==> config.mk <==
export PLATFORM = sky130hd
export DESIGN_NAME = spi_cmd_ctrl
export DESIGN_NICKNAME = d
export VERILOG_FILES = /design/src/rtl/spi_cmd_ctrl.sv
export SDC_FILE = /design/constraint.sdc
export NUM_CORES = 1
export LEC_CHECK = 0
export BUFFER_PORTS_ARGS = -buffer_cell sky130_fd_sc_hd__buf_2
export CAP_MARGIN = 5
export CORE_UTILIZATION = 30
export DETAILED_ROUTE_END_ITERATION = 8
export GPL_TIMING_DRIVEN = 0
export HOLD_SLACK_MARGIN = 0.02
export PLACE_DENSITY_LB_ADDON = 0.1
export SKIP_LAST_GASP = 1
export SYNTH_ARGS = -nofsm -noshare
export SYNTH_HDL_FRONTEND = slang
export SYNTH_SLANG_ARGS = --single-unit
==> constraint.sdc <==
create_clock -name clk -period 2.8 [get_ports clk]
set_input_delay 0.56 -clock clk [delete_from_list [all_inputs] [get_ports clk]]
set_output_delay 0.56 -clock clk [all_outputs]
set_load 0.1 [all_outputs]
==> src/rtl/spi_cmd_ctrl.sv <==
// spi_cmd_ctrl: decodes the SPI command/address/data byte stream into memory requests
// and answers with read data or status through the shifter's transmit byte.
module spi_cmd_ctrl #(
    parameter int ADDR_W = 16
) (
    input  logic              clk,
    input  logic              rst,
    input  logic              spi_cs,
    input  logic [7:0]        rx_data,
    input  logic              rx_valid,
    input  logic              tx_load,
    output logic [7:0]        tx_data,
    output logic              mem_req,
    output logic              mem_we,
    output logic [ADDR_W-1:0] mem_addr,
    output logic [7:0]        mem_wdata,
    input  logic              mem_ack,
    input  logic [7:0]        mem_rdata,
    output logic              busy
);
    typedef enum logic [2:0] {
        S_IDLE, S_CMD, S_ADDR_HI, S_ADDR_LO, S_WDATA, S_RDATA, S_STAT, S_IGNORE
    } state_t;
    state_t      r_state;
    logic        r_cs_m, r_cs_s, r_rd, r_under, r_over, r_full;
    logic [7:0]  r_hi, r_buf;
    logic [15:0] w_addr16;
    logic [7:0]  w_status;
    assign w_addr16 = {r_hi, rx_data};
    assign w_status = {5'b0, r_under, r_over, mem_req};
    assign busy     = (r_state != S_IDLE) | mem_req;
    // mem_addr doubles as the transfer address counter
    always_ff @(posedge clk or posedge rst) begin
        if (rst) begin
            r_state   <= S_IDLE;
            r_cs_m    <= 1'b1;
            r_cs_s    <= 1'b1;
            r_rd      <= 1'b0;
            r_under   <= 1'b0;
            r_over    <= 1'b0;
            r_full    <= 1'b0;
            r_hi      <= 8'h00;
            r_buf     <= 8'h00;
            tx_data   <= 8'h00;
            mem_req   <= 1'b0;
            mem_we    <= 1'b0;
            mem_addr  <= '0;
            mem_wdata <= 8'h00;
        end else begin
            r_cs_m <= spi_cs;
            r_cs_s <= r_cs_m;
            if (mem_req && mem_ack) begin
                mem_req <= 1'b0;
                if (mem_we) mem_addr <= mem_addr + ADDR_W'(1);
                else if (r_state == S_RDATA) begin
                    r_buf  <= mem_rdata;
                    r_full <= 1'b1;
                end
            end
            // a deselected bus aborts the transaction; an outstanding request still completes
            if (r_cs_s) r_state <= S_IDLE;
            else case (r_state)
                S_IDLE: if (!mem_req) begin
                    r_state <= S_CMD;
                    tx_data <= 8'h00;
                    r_full  <= 1'b0;
                end
                S_CMD: begin
                    if (tx_load) tx_data <= w_status;
                    if (rx_valid) begin
                        r_rd    <= rx_data == 8'h02;
                        r_state <= (rx_data == 8'h01 || rx_data == 8'h02) ? S_ADDR_HI :
                                   (rx_data == 8'h03) ? S_STAT : S_IGNORE;
                        if (rx_data == 8'h03) begin
                            r_under <= 1'b0;
                            r_over  <= 1'b0;
                        end
                    end
                end
                S_ADDR_HI: if (rx_valid) begin
                    r_hi    <= rx_data;
                    r_state <= S_ADDR_LO;
                end
                S_ADDR_LO: begin
                    if (tx_load && r_rd) tx_data <= 8'h00;
                    if (rx_valid) begin
                        mem_addr <= w_addr16[ADDR_W-1:0];
                        r_state  <= r_rd ? S_RDATA : S_WDATA;
                        if (r_rd) begin
                            mem_req <= 1'b1;
                            mem_we  <= 1'b0;
                        end
                    end
                end
                S_WDATA: if (rx_valid) begin
                    if (mem_req) r_over <= 1'b1;
                    else begin
                        mem_req   <= 1'b1;
                        mem_we    <= 1'b1;
                        mem_wdata <= rx_data;
                    end
                end
                S_RDATA: if (tx_load) begin
                    if (r_full) begin
                        tx_data  <= r_buf;
                        r_full   <= 1'b0;
                        mem_addr <= mem_addr + ADDR_W'(1);
                        mem_req  <= 1'b1;
                        mem_we   <= 1'b0;
                    end else begin
                        tx_data <= 8'hEE;
                        r_under <= 1'b1;
                    end
                end
                S_STAT: if (tx_load) tx_data <= w_status;
                S_IGNORE: if (tx_load) tx_data <= 8'hFF;
                default: r_state <= S_IDLE;
            endcase
        end
    end
endmodule

=== Yosys cells after proc, flatten, opt, wreduce, memory -nomap -nowiden ===
Cells that the tools add are included.

* Bitwise logic cells: 4
* Divide/modulo/power cells: 0
* Shift-type cells: 0
* Equality and inequality tests: 28
* Muxes and demuxes: 55
* Reductions and logical operators: 20
* Add/subtract/negate cells: 1
* Order comparisons: 0
* $mul: 0

{| class="wikitable"
|+ Operators by type and width
! cell !! count
|-
| 16-bit two-way mux || 6
|-
| 8-bit two-way mux || 6
|-
| 8-bit one-hot mux with 5 select lines || 1
|-
| 16-bit one-hot mux with 2 select lines || 1
|-
| 1-bit two-way mux || 29
|-
| 2-bit inequality test, second input constant || 13
|-
| 3-bit two-way mux || 6
|-
| 16-bit by 1-bit adder with 16-bit output, second input constant || 1
|-
| 8-bit by 2-bit equality test with 1-bit output, second input constant || 2
|-
| 3-bit equality test, second input constant || 4
|-
| 3-bit inequality test, second input constant || 4
|-
| 3-bit one-hot mux with 4 select lines || 1
|-
| 6-bit AND reduction || 2
|-
| 5-bit nonzero test || 2
|-
| 3-bit AND reduction || 3
|-
| 8-bit by 1-bit equality test with 1-bit output, second input constant || 1
|-
| 8-bit AND reduction || 1
|-
| 7-bit AND reduction || 1
|-
| 3-bit by 2-bit equality test with 1-bit output, second input constant || 2
|-
| 1-bit one-hot mux with 2 select lines || 3
|-
| 1-bit one-hot mux with 3 select lines || 2
|-
| 3-bit nonzero test || 2
|-
| 5-bit AND reduction || 1
|-
| 4-bit AND reduction || 1
|-
| 9 further kinds || 13
|}

* Memory bits (read-only): 0
* Input bits: 22
* Output and inout bits: 35
* Word-level logic and storage cells: 122
* Flip-flop bits (word level): 59
* Bits in latches: 0
* Memory bits (writable): 0
* Memories kept: 0

=== Logic depth before layout (Yosys ltp) ===
Gate-level depths: netlist of run 1.

* Depth in word-level cells: 8
* Mapped depth: 8
* Gate-level depth less buffers: 7

=== Worst setup path before layout of run 1 ===
OpenSTA, ideal clock, no wires.

* Path kind: register -> output
* Start point: register mem_req
* End point: output busy
* Path buffers: 1
* Stages on the path, launching flop included: 4
* Setup slack: 0.149 ns
* Arrival: 2.091 ns
* Data required time: 2.240 ns
* Path through: dfrtp_1 clkbuf_1 inv_1 nand3_1

* Cells in the longest elaborated chain, start to end: 1

{| class="wikitable"
|+ RTL lines
! item !! line !! source
|-
| start: declaration || 13 || <nowiki>output logic mem_req,</nowiki>
|-
| start signal: assignment || 45 || <nowiki>mem_req <= 1'b0;</nowiki>
|-
| start signal: assignment || 53 || <nowiki>mem_req <= 1'b0;</nowiki>
|-
| start signal: assignment || 90 || <nowiki>mem_req <= 1'b1;</nowiki>
|-
| 1-bit OR || 31 || <nowiki>assign busy = (r_state != S_IDLE) | mem_req;</nowiki>
|-
| end: declaration || 19 || <nowiki>output logic busy</nowiki>
|}

No other way between the ends.

=== Worst setup path after layout of run 1 ===
Ends and elaborated chain as after synthesis.

==> out/results.tsv, run 1 <==
metric	value	unit
vias in the first global route	3029	
fin crit period	2.37	ns
share of cells above drive strength 1	28.4	%
Clk Latency, worst-skew pair	0.33	ns
GRT Util Overall	18.1	%
synth cell count leaders	dfrtp_1, nor2_1, nand2_1	
Hold Buf Count CTS	0	
CTS buffer count	9	
final setup vio count	0	
crit path DAT	1.81	ns
core area	11400	sq um
grt ovf	0	
final wirelength	10200	um
Min-Delay Endpoint	r_cs_m	
Max-slew headroom	41.9	%
# DRC	0	
DIE WIDTH	110	um
ys flop type	dfrtp_1	
Tcrit/Tclk final	84.7	%
pwr/cell area	919	nW/um^2
reg2reg setup slack	0.80	ns
sequential cell area	1480	sq um
critical path startpoint category	flip-flop	
RSZ-0062 raised after global routing	no	
area leader, netlist	dfrtp_1	
sequential share of the synthesized area	42.2	%
Clock Tree Buf Depth	2	
RR Endpoint	mem_addr[13]	
number of synthesized flops with an enable pin	0	
total number of vias	3088	
clk_skew	0.00745	ns
mapped cell area	3510	sq um
critical path class	flip-flop to output pin	
Placed Cells incl. Taps	574	
clk root buf	clkbuf_16	
TritonCTS clock tree	built	
number of max-cap violations	0	
Reg clk slew, reported paths	0.05	ns
DR pass1 iterations	5	
Multi-input gate area	1880	sq um
status	finished clean	
Mapped Avg Cell Area	9.38	sq um
setup_tns	0	ns
Async S/R FF share, synth	100	%
post-route ant nets	0	
class of the worst hold path	input pin to flip-flop	
initial core utilization	30.7	%
row count	39	
Peak Freq	422	MHz
hold_sp	spi_cs	
Max H-tree Level	3	
Yosys reg bits	59	
R2R Path Start	r_state[2]	
R2R depth	6	
Final HPWL DP	7420	um
Least-Margin Pin Slew	0.869	ns
number of fill cells in the layout	1230	
Pleak	1.87	nW
most numerous cell in the Yosys netlist	dfrtp_1	
nets	465	
CP required	2.24	ns
vias per std cell	5.23	
Slew Limit Fails	0	
final hold slack	0.328	ns
Die ar.	12100	sq um
top cell type's share of synthesized area	40.7	%
peak supply drop	0.000420	V
First DRT Iteration DRCs	208	
Yosys cell types	56	
area delta synth->final	21.9	%
largest net degree at the start of global routing	31	
Cell Count, Final, Fillers Out	590	
clock sink count	59	
Hold Fails Final Rpt	0	
io pins	57	
crit path max fanout	10	
worst hold path cell count	1	
port bufs	56	
Setup crit end kind	output pin	
Post-CTS Setup Inserts	0	
Placer Congestion	0.821	
diode count	0	
first-pass GRT wire length	16100	um
Avg WL per Cell	17.2	um
yosys warns	0	
Synth Net Count	397	
Cells after Synth	374	
Design Power	3.93	mW
die height	110	um
initial antenna violation count	0	
post-CTS sizing	0	
top cells by area, synth	dfrtp_1, mux2_2, a21oi_1	
-- layout make-up --
class | count | area share (%)
Buffer | 19 | 2.60
Timing Repair Buffer | 57 | 7.02
Tap cell | 143 | 4.18
Clock buffer | 14 | 5.94
Clock inverter | 2 | 0.819
Multi-Input combinational cell | 285 | 43.9
Inverter | 11 | 0.966
Sequential cell | 59 | 34.6
-- per-stage QoR --
step           util (%)  area, sq um  setup slack (ns)
6_report           37.4         4280             0.429
3_5_place_dp       34.9         3990             0.442
2_1_floorplan         -         3510             0.149
4_1_cts            37.4         4280             0.412
5_1_grt            37.4         4280             0.306
3_3_place_gp       34.7         3970            -0.160
-- worst max-delay path by stage --
stage	start	end	slack, ns
6_report	mem_req	busy	0.43
5_1_grt	mem_req	busy	0.31
4_1_cts	mem_req	busy	0.41
3_5_place_dp	rx_valid	mem_addr[14]	0.44
3_3_place_gp	rst	r_buf[4]	-0.16
2_1_floorplan	mem_req	busy	0.15
-- metal layers --
metal / global-route usage [%] / share of wire, % / vias to the layer above
met5: 0 / 0 / -
met4: 8.08 / 2.0 / 0
met3: 3.06 / 4.3 / 15
met2: 27.1 / 44 / 80
met1: 25.6 / 49 / 1517
li1: - / - / 1476
-- cell usage in the layout (no fill, tap or decap), drive strengths merged, types with 11 or more instances in the layout --
cell	instances
mux2	26
xor2	12
nor2	41
nand2	35
o21ai	26
a21oi	29
clkbuf	23
dfrtp	57
inv	11
buf	67
nand3	16
-- flip-flops by register name (all words and copies together) (netlist names) --
signal	cells
r_cs_s	1
r_full	1
r_rd	1
mem_req	1
tx_data	8
r_buf	8
r_hi	8
mem_wdata	8
mem_addr	16
r_cs_m	1
mem_we	1
r_under	1
r_state	3
r_over	1
-- worst max-delay path, stage by stage, from the launching register on --
cell	delay (ns)
dfrtp_1	0.37
clkbuf_1	0.39
inv_1	0.15
nand3_1	0.13
buf_2	0.43
-- power breakdown --
part	internal, mW	switching (mW)
combinational	0.326	1.30
sequential	1.03	0.181
clock	0.711	0.375
-- cells by family (layout without fill, tap and decap cells) --
kind of cell	Yosys count	in the layout	synth area share (%)
simple gates	140	140	21.8
fa+ha+maj	1	1	0.357
compound gates	93	93	16.3
mux	29	29	9.31
flops	59	59	42.2
xor+xnor	22	22	5.71
buf+inv	30	103	4.35
(Power assumes the default switching activity.)
==> inputs of run 2 (changes only) <==
Clock period 2.8 ns to 2 ns, I/O delays scaled along.
==> run 2 against run 1 <==
Against the previous run: the flow now finishes with violations (design-rule violations); utilization is 0.65 points higher; die area stayed put; clock skew shrank 0.0033 ns; power is 42% higher; worst hold slack worse by 0.17 ns; first-iteration DRC count grew 1.9%; via count hardly changed; sequential power grew 43%; clock-buffer cell count shrank 5; combinational power increased by 42%; critical path type is now flip-flop to flip-flop.
==> out/results.tsv, run 2 (synthesized netlist as in run 1, its figures left out) <==
metric	value	unit
status	finished, violations left	
failing checks	design-rule violations	
first-pass GRT wire length	16800	um
sequential cell area	1500	sq um
post-route ant nets	0	
final hold slack	0.156	ns
largest net degree at the start of global routing	34	
Slew Limit Fails	0	
final setup margin	0.0495	ns
critical path startpoint category	flip-flop	
combinational power share	41.4	%
row count	39	
Placed Cells incl. Taps	574	
Cell Count, Final, Fillers Out	591	
Avg WL per Cell	17.4	um
RR Endpoint	mem_addr[7]	
vias in the first global route	3085	
GRT Util Overall	18.8	%
internal power	2.91	mW
total number of vias	3085	
reg2reg setup slack	0.05	ns
Sw Share	47.9	%
Peak Freq	513	MHz
Least-Margin Pin Slew	0.749	ns
share of cells above drive strength 1	34.6	%
final wirelength	10300	um
clock sink count	59	
pwr/cell area	1280	nW/um^2
vias per std cell	5.22	
area delta synth->final	24.0	%
worst setup path endpoint	mem_addr[7]	
diode count	0	
core area	11400	sq um
port bufs	56	
Worst Setup SP	r_cs_s	
Final HPWL DP	7370	um
Multi-input gate area	1910	sq um
Hold Buf Count CTS	0	
commonest non-fill, non-tap cells in the layout	buf_2, dfrtp_1, nand2_1	
DR pass1 iterations	6	
Final Util	38.1	%
io pins	57	
# DRC	2	
Reg clk slew, reported paths	0.06	ns
class of the worst hold path	input pin to async pin	
RSZ-0062 raised after global routing	yes	
Clk Latency, worst-skew pair	0.33	ns
R2R Path Start	r_cs_s	
crit path max fanout	10	
Max-slew headroom	49.8	%
initial antenna violation count	0	
grt ovf	0	
crit path DAT	2.14	ns
CTS buffer count	9	
nets	466	
initial core utilization	30.7	%
Flop pwr share	31.0	%
Hold Fails Final Rpt	0	
final setup vio count	0	
largest register by flop count	mem_addr	
peak supply drop	0.000793	V
Max H-tree Level	3	
commonest non-fill, non-tap cell in the layout	buf_2	
clk_skew	0.00417	ns
setup_tns	0	ns
Tcrit/Tclk final	97.5	%
max reg flops	16	
First DRT Iteration DRCs	212	
fin crit period	1.95	ns
DIE WIDTH	110	um
Pleak	1.86	nW
Clock Tree Buf Depth	2	
Placer Congestion	0.827	
pre-CTS WS	-0.138	ns
clock group share of total power	27.6	%
NetSw	2.67	mW
number of fill cells in the layout	1190	
TritonCTS clock tree	built	
Setup crit end kind	flip-flop	
die height	110	um
CP required	2.19	ns
critical path class	flip-flop to flip-flop	
number of max-cap violations	0	
clk root buf	clkbuf_16	
Die ar.	12100	sq um
R2R depth	7	
-- run 2: cell count changes in the layout (fill, tap and decap cells not counted), moves of 3 or more --
cell	delta
nor2_1	-3
dfrtp_1	-16
dfrtp_2	+16
clkbuf_1	-5
-- run 2: power by group through the flow --
stage / clock (mW) / combinational [mW] / sequential (mW)
floorplan: 0 / 0.590 / 3.03
global placement: 0 / 2.29 / 1.74
detailed placement: 0 / 2.31 / 1.75
CTS: 1.58 / 2.32 / 1.73
global route: 1.62 / 2.44 / 1.78
finish: 1.54 / 2.31 / 1.73
-- run 2: area by class of cell --
type / instances / share of cell area [%]
tap: 143 / 4.11
timing repair buffer: 58 / 7.13
buffer: 19 / 2.73
multi-input combinational: 285 / 43.8
clock buffer: 9 / 5.18
inverter: 11 / 0.949
clock inverter: 7 / 1.58
sequential: 59 / 34.5
-- run 2: worst min path at each step --
stage | from | end | slack (ns)
final | rst | mem_wdata[6] | 0.16
after global routing | spi_cs | r_cs_m | 0.16
after CTS | spi_cs | r_cs_m | 0.15
after detailed placement | r_cs_m | r_cs_s | 0.35
after global placement | r_cs_m | r_cs_s | 0.35
after floorplan | r_cs_m | r_cs_s | 0.35
-- run 2: timing repair --
action | CTS | global route
endpoints found under the hold margin | 0 | 0
pin swaps | 0 | 2
setup endpoints to repair | 1 | 20
resized for setup | 3 | 4
setup buffers | 0 | 1
-- run 2: stage by stage --
stage | total power, mW | instance area, sq um
2_1_floorplan | 3.62 | 3550
3_3_place_gp | 4.04 | 4010
3_5_place_dp | 4.05 | 4030
4_1_cts | 5.63 | 4330
5_1_grt | 5.84 | 4350
6_report | 5.58 | 4350
-- run 2: layer usage --
layer | vias to the layer above | GRT usage, % | part of all wire [%]
li1 | 1485 | - | -
met1 | 1501 | 26.6 | 48
met2 | 89 | 28.3 | 44
met3 | 10 | 3.70 | 5.7
met4 | 0 | 6.58 | 1.4
met5 | - | 0 | 0
-- run 2: critical path, stage by stage (launching register included) --
cell and delay, ns:
dfstp_2 0.51, buf_2 0.21, nor2b_1 0.10, a31oi_1 0.34
buf_6 0.21, nand3b_1 0.14, xor2_1 0.16, o221ai_1 0.13
==> inputs of run 3 (changes only) <==
Settings changed: CTS_CLUSTER_SIZE set to 12.
Clock period 2 ns to 1.7 ns, I/O delays scaled along.
==> run 3 against run 2 <==
Against the previous run: the run now ends clean; sequential share of layout area is 4.6 points lower; worst hold slack got worse by 0.10 ns; critical path depth decreased by 2; first-iteration DRC count is the same; wire length is 7.7% higher; register-to-register slack got worse by 0.05 ns; non-clock buffer count grew 35; die area is the same; clock skew is 0.0026 ns higher; cell count grew 5.9%; sequential cell count did not move; clock-buffer cell count increased by 4.
==> out/results.tsv, run 3 (synthesized netlist as in run 1, its figures left out) <==
metric	value	unit
status	finished clean	
DR pass1 iterations	4	
Max H-tree Level	3	
Peak Freq	589	MHz
class of the worst hold path	input pin to async pin	
row count	39	
commonest non-fill, non-tap cells in the layout	buf_2, dfrtp_1, nand2_1, buf_4, nor2_1	
# DRC	0	
initial antenna violation count	0	
die height	110	um
port bufs	56	
clock sink count	59	
Clock Tree Buf Depth	2	
vias per std cell	5.14	
final wirelength	11100	um
critical path class	flip-flop to flip-flop	
Setup crit end kind	flip-flop	
number of fill cells in the layout	1163	
crit path DAT	1.91	ns
Die ar.	12100	sq um
DIE WIDTH	110	um
Slew Limit Fails	0	
final setup margin	0.00246	ns
area delta synth->final	43.1	%
Post-Layout Inst Area	5020	sq um
total number of vias	3218	
Design Power	7.09	mW
commonest non-fill, non-tap cell in the layout	buf_2	
GRT Util Overall	19.7	%
diode count	0	
first-pass GRT wire length	17400	um
TritonCTS clock tree	built	
clk root buf	clkbuf_16	
largest register by flop count	mem_addr	
Hold Buf Count CTS	0	
critical path startpoint category	flip-flop	
core area	11400	sq um
crit path max fanout	8	
peak supply drop	0.000858	V
Avg WL per Cell	17.7	um
Final Util	43.9	%
max reg flops	16	
Max-slew headroom	63.2	%
Placer Congestion	0.782	
nets	501	
CTS buffer count	9	
pwr/cell area	1410	nW/um^2
Reg clk slew, reported paths	0.05	ns
R2R Path Start	r_state[1]	
Least-Margin Pin Slew	0.551	ns
fin crit period	1.70	ns
vias in the first global route	3135	
First DRT Iteration DRCs	212	
initial core utilization	30.7	%
Pleak	2.16	nW
post-route ant nets	0	
final setup vio count	0	
share of cells above drive strength 1	47.2	%
CP required	1.92	ns
io pins	57	
Worst Setup SP	r_state[1]	
grt ovf	0	
Final HPWL DP	7470	um
clk_skew	0.00679	ns
largest net degree at the start of global routing	39	
setup_tns	0	ns
Clk Latency, worst-skew pair	0.34	ns
Tcrit/Tclk final	99.9	%
number of max-cap violations	0	
pre-CTS WS	-0.367	ns
Placed Area	4120	sq um
Hold Fails Final Rpt	0	
RSZ-0062 raised after global routing	yes	
-- run 3: layout make-up --
type | instances | area, sq um | share of cell area [%]
clock buffer | 13 | 280 | 5.59
sequential | 59 | 1500 | 29.9
timing repair buffer | 97 | 649 | 12.9
clock inverter | 3 | 67.6 | 1.35
inverter | 11 | 45.0 | 0.898
buffer | 15 | 131 | 2.62
tap | 143 | 179 | 3.57
multi-input combinational | 285 | 2160 | 43.1
-- run 3: per-stage QoR --
stage	hold WS (ns)	cells
2_1_floorplan	0.344	374
3_3_place_gp	0.350	573
3_5_place_dp	0.354	574
4_1_cts	0.0766	609
5_1_grt	0.0979	626
6_report	0.0529	626
-- run 3: worst max-delay path, stage by stage (launching register included) --
cell,delay [ns]
dfrtp_1,0.37
buf_6,0.15
nand2b_4,0.17
nand2b_4,0.16
or3_4,0.40
mux2_4,0.32
-- run 3: worst paths after layout --
check | to | slack, ns | cells after the start
max | mem_wdata[3] | 0.002 | 5
min | mem_we | 0.05 | 2
max reg2reg | mem_wdata[3] | 0.002 | 5
min reg2reg | r_cs_s | 0.36 | 0
max in group asynchronous | mem_addr[13] | 1.07 | 3
min in group clk | r_cs_m | 0.11 | 1
-- run 3: metal layers --
metal	up-vias	wire (um)	GRT usage, %
li1	1561	-	-
met1	1572	5480	28.7
met2	71	4860	28.5
met3	14	547	3.29
met4	0	157	8.83
met5	-	0	0
-- run 3: repair_timing --
action                     CTS  global route
setup endpoints to repair   53            50
pin swaps                   10            19
gates resized for setup     26            47
buffers inserted            23            16
cloned                       0             1
hold endpoints to repair     0             0
-- run 3: where the power goes --
| group | internal [mW] | leakage, nW | switching, mW |
|---|---|---|---|
| combinational | 0.717 | 1.26 | 2.26 |
| clock | 1.44 | 0.168 | 0.654 |
| sequential | 1.72 | 0.738 | 0.300 |
| total | 3.88 | 2.16 | 3.21 |
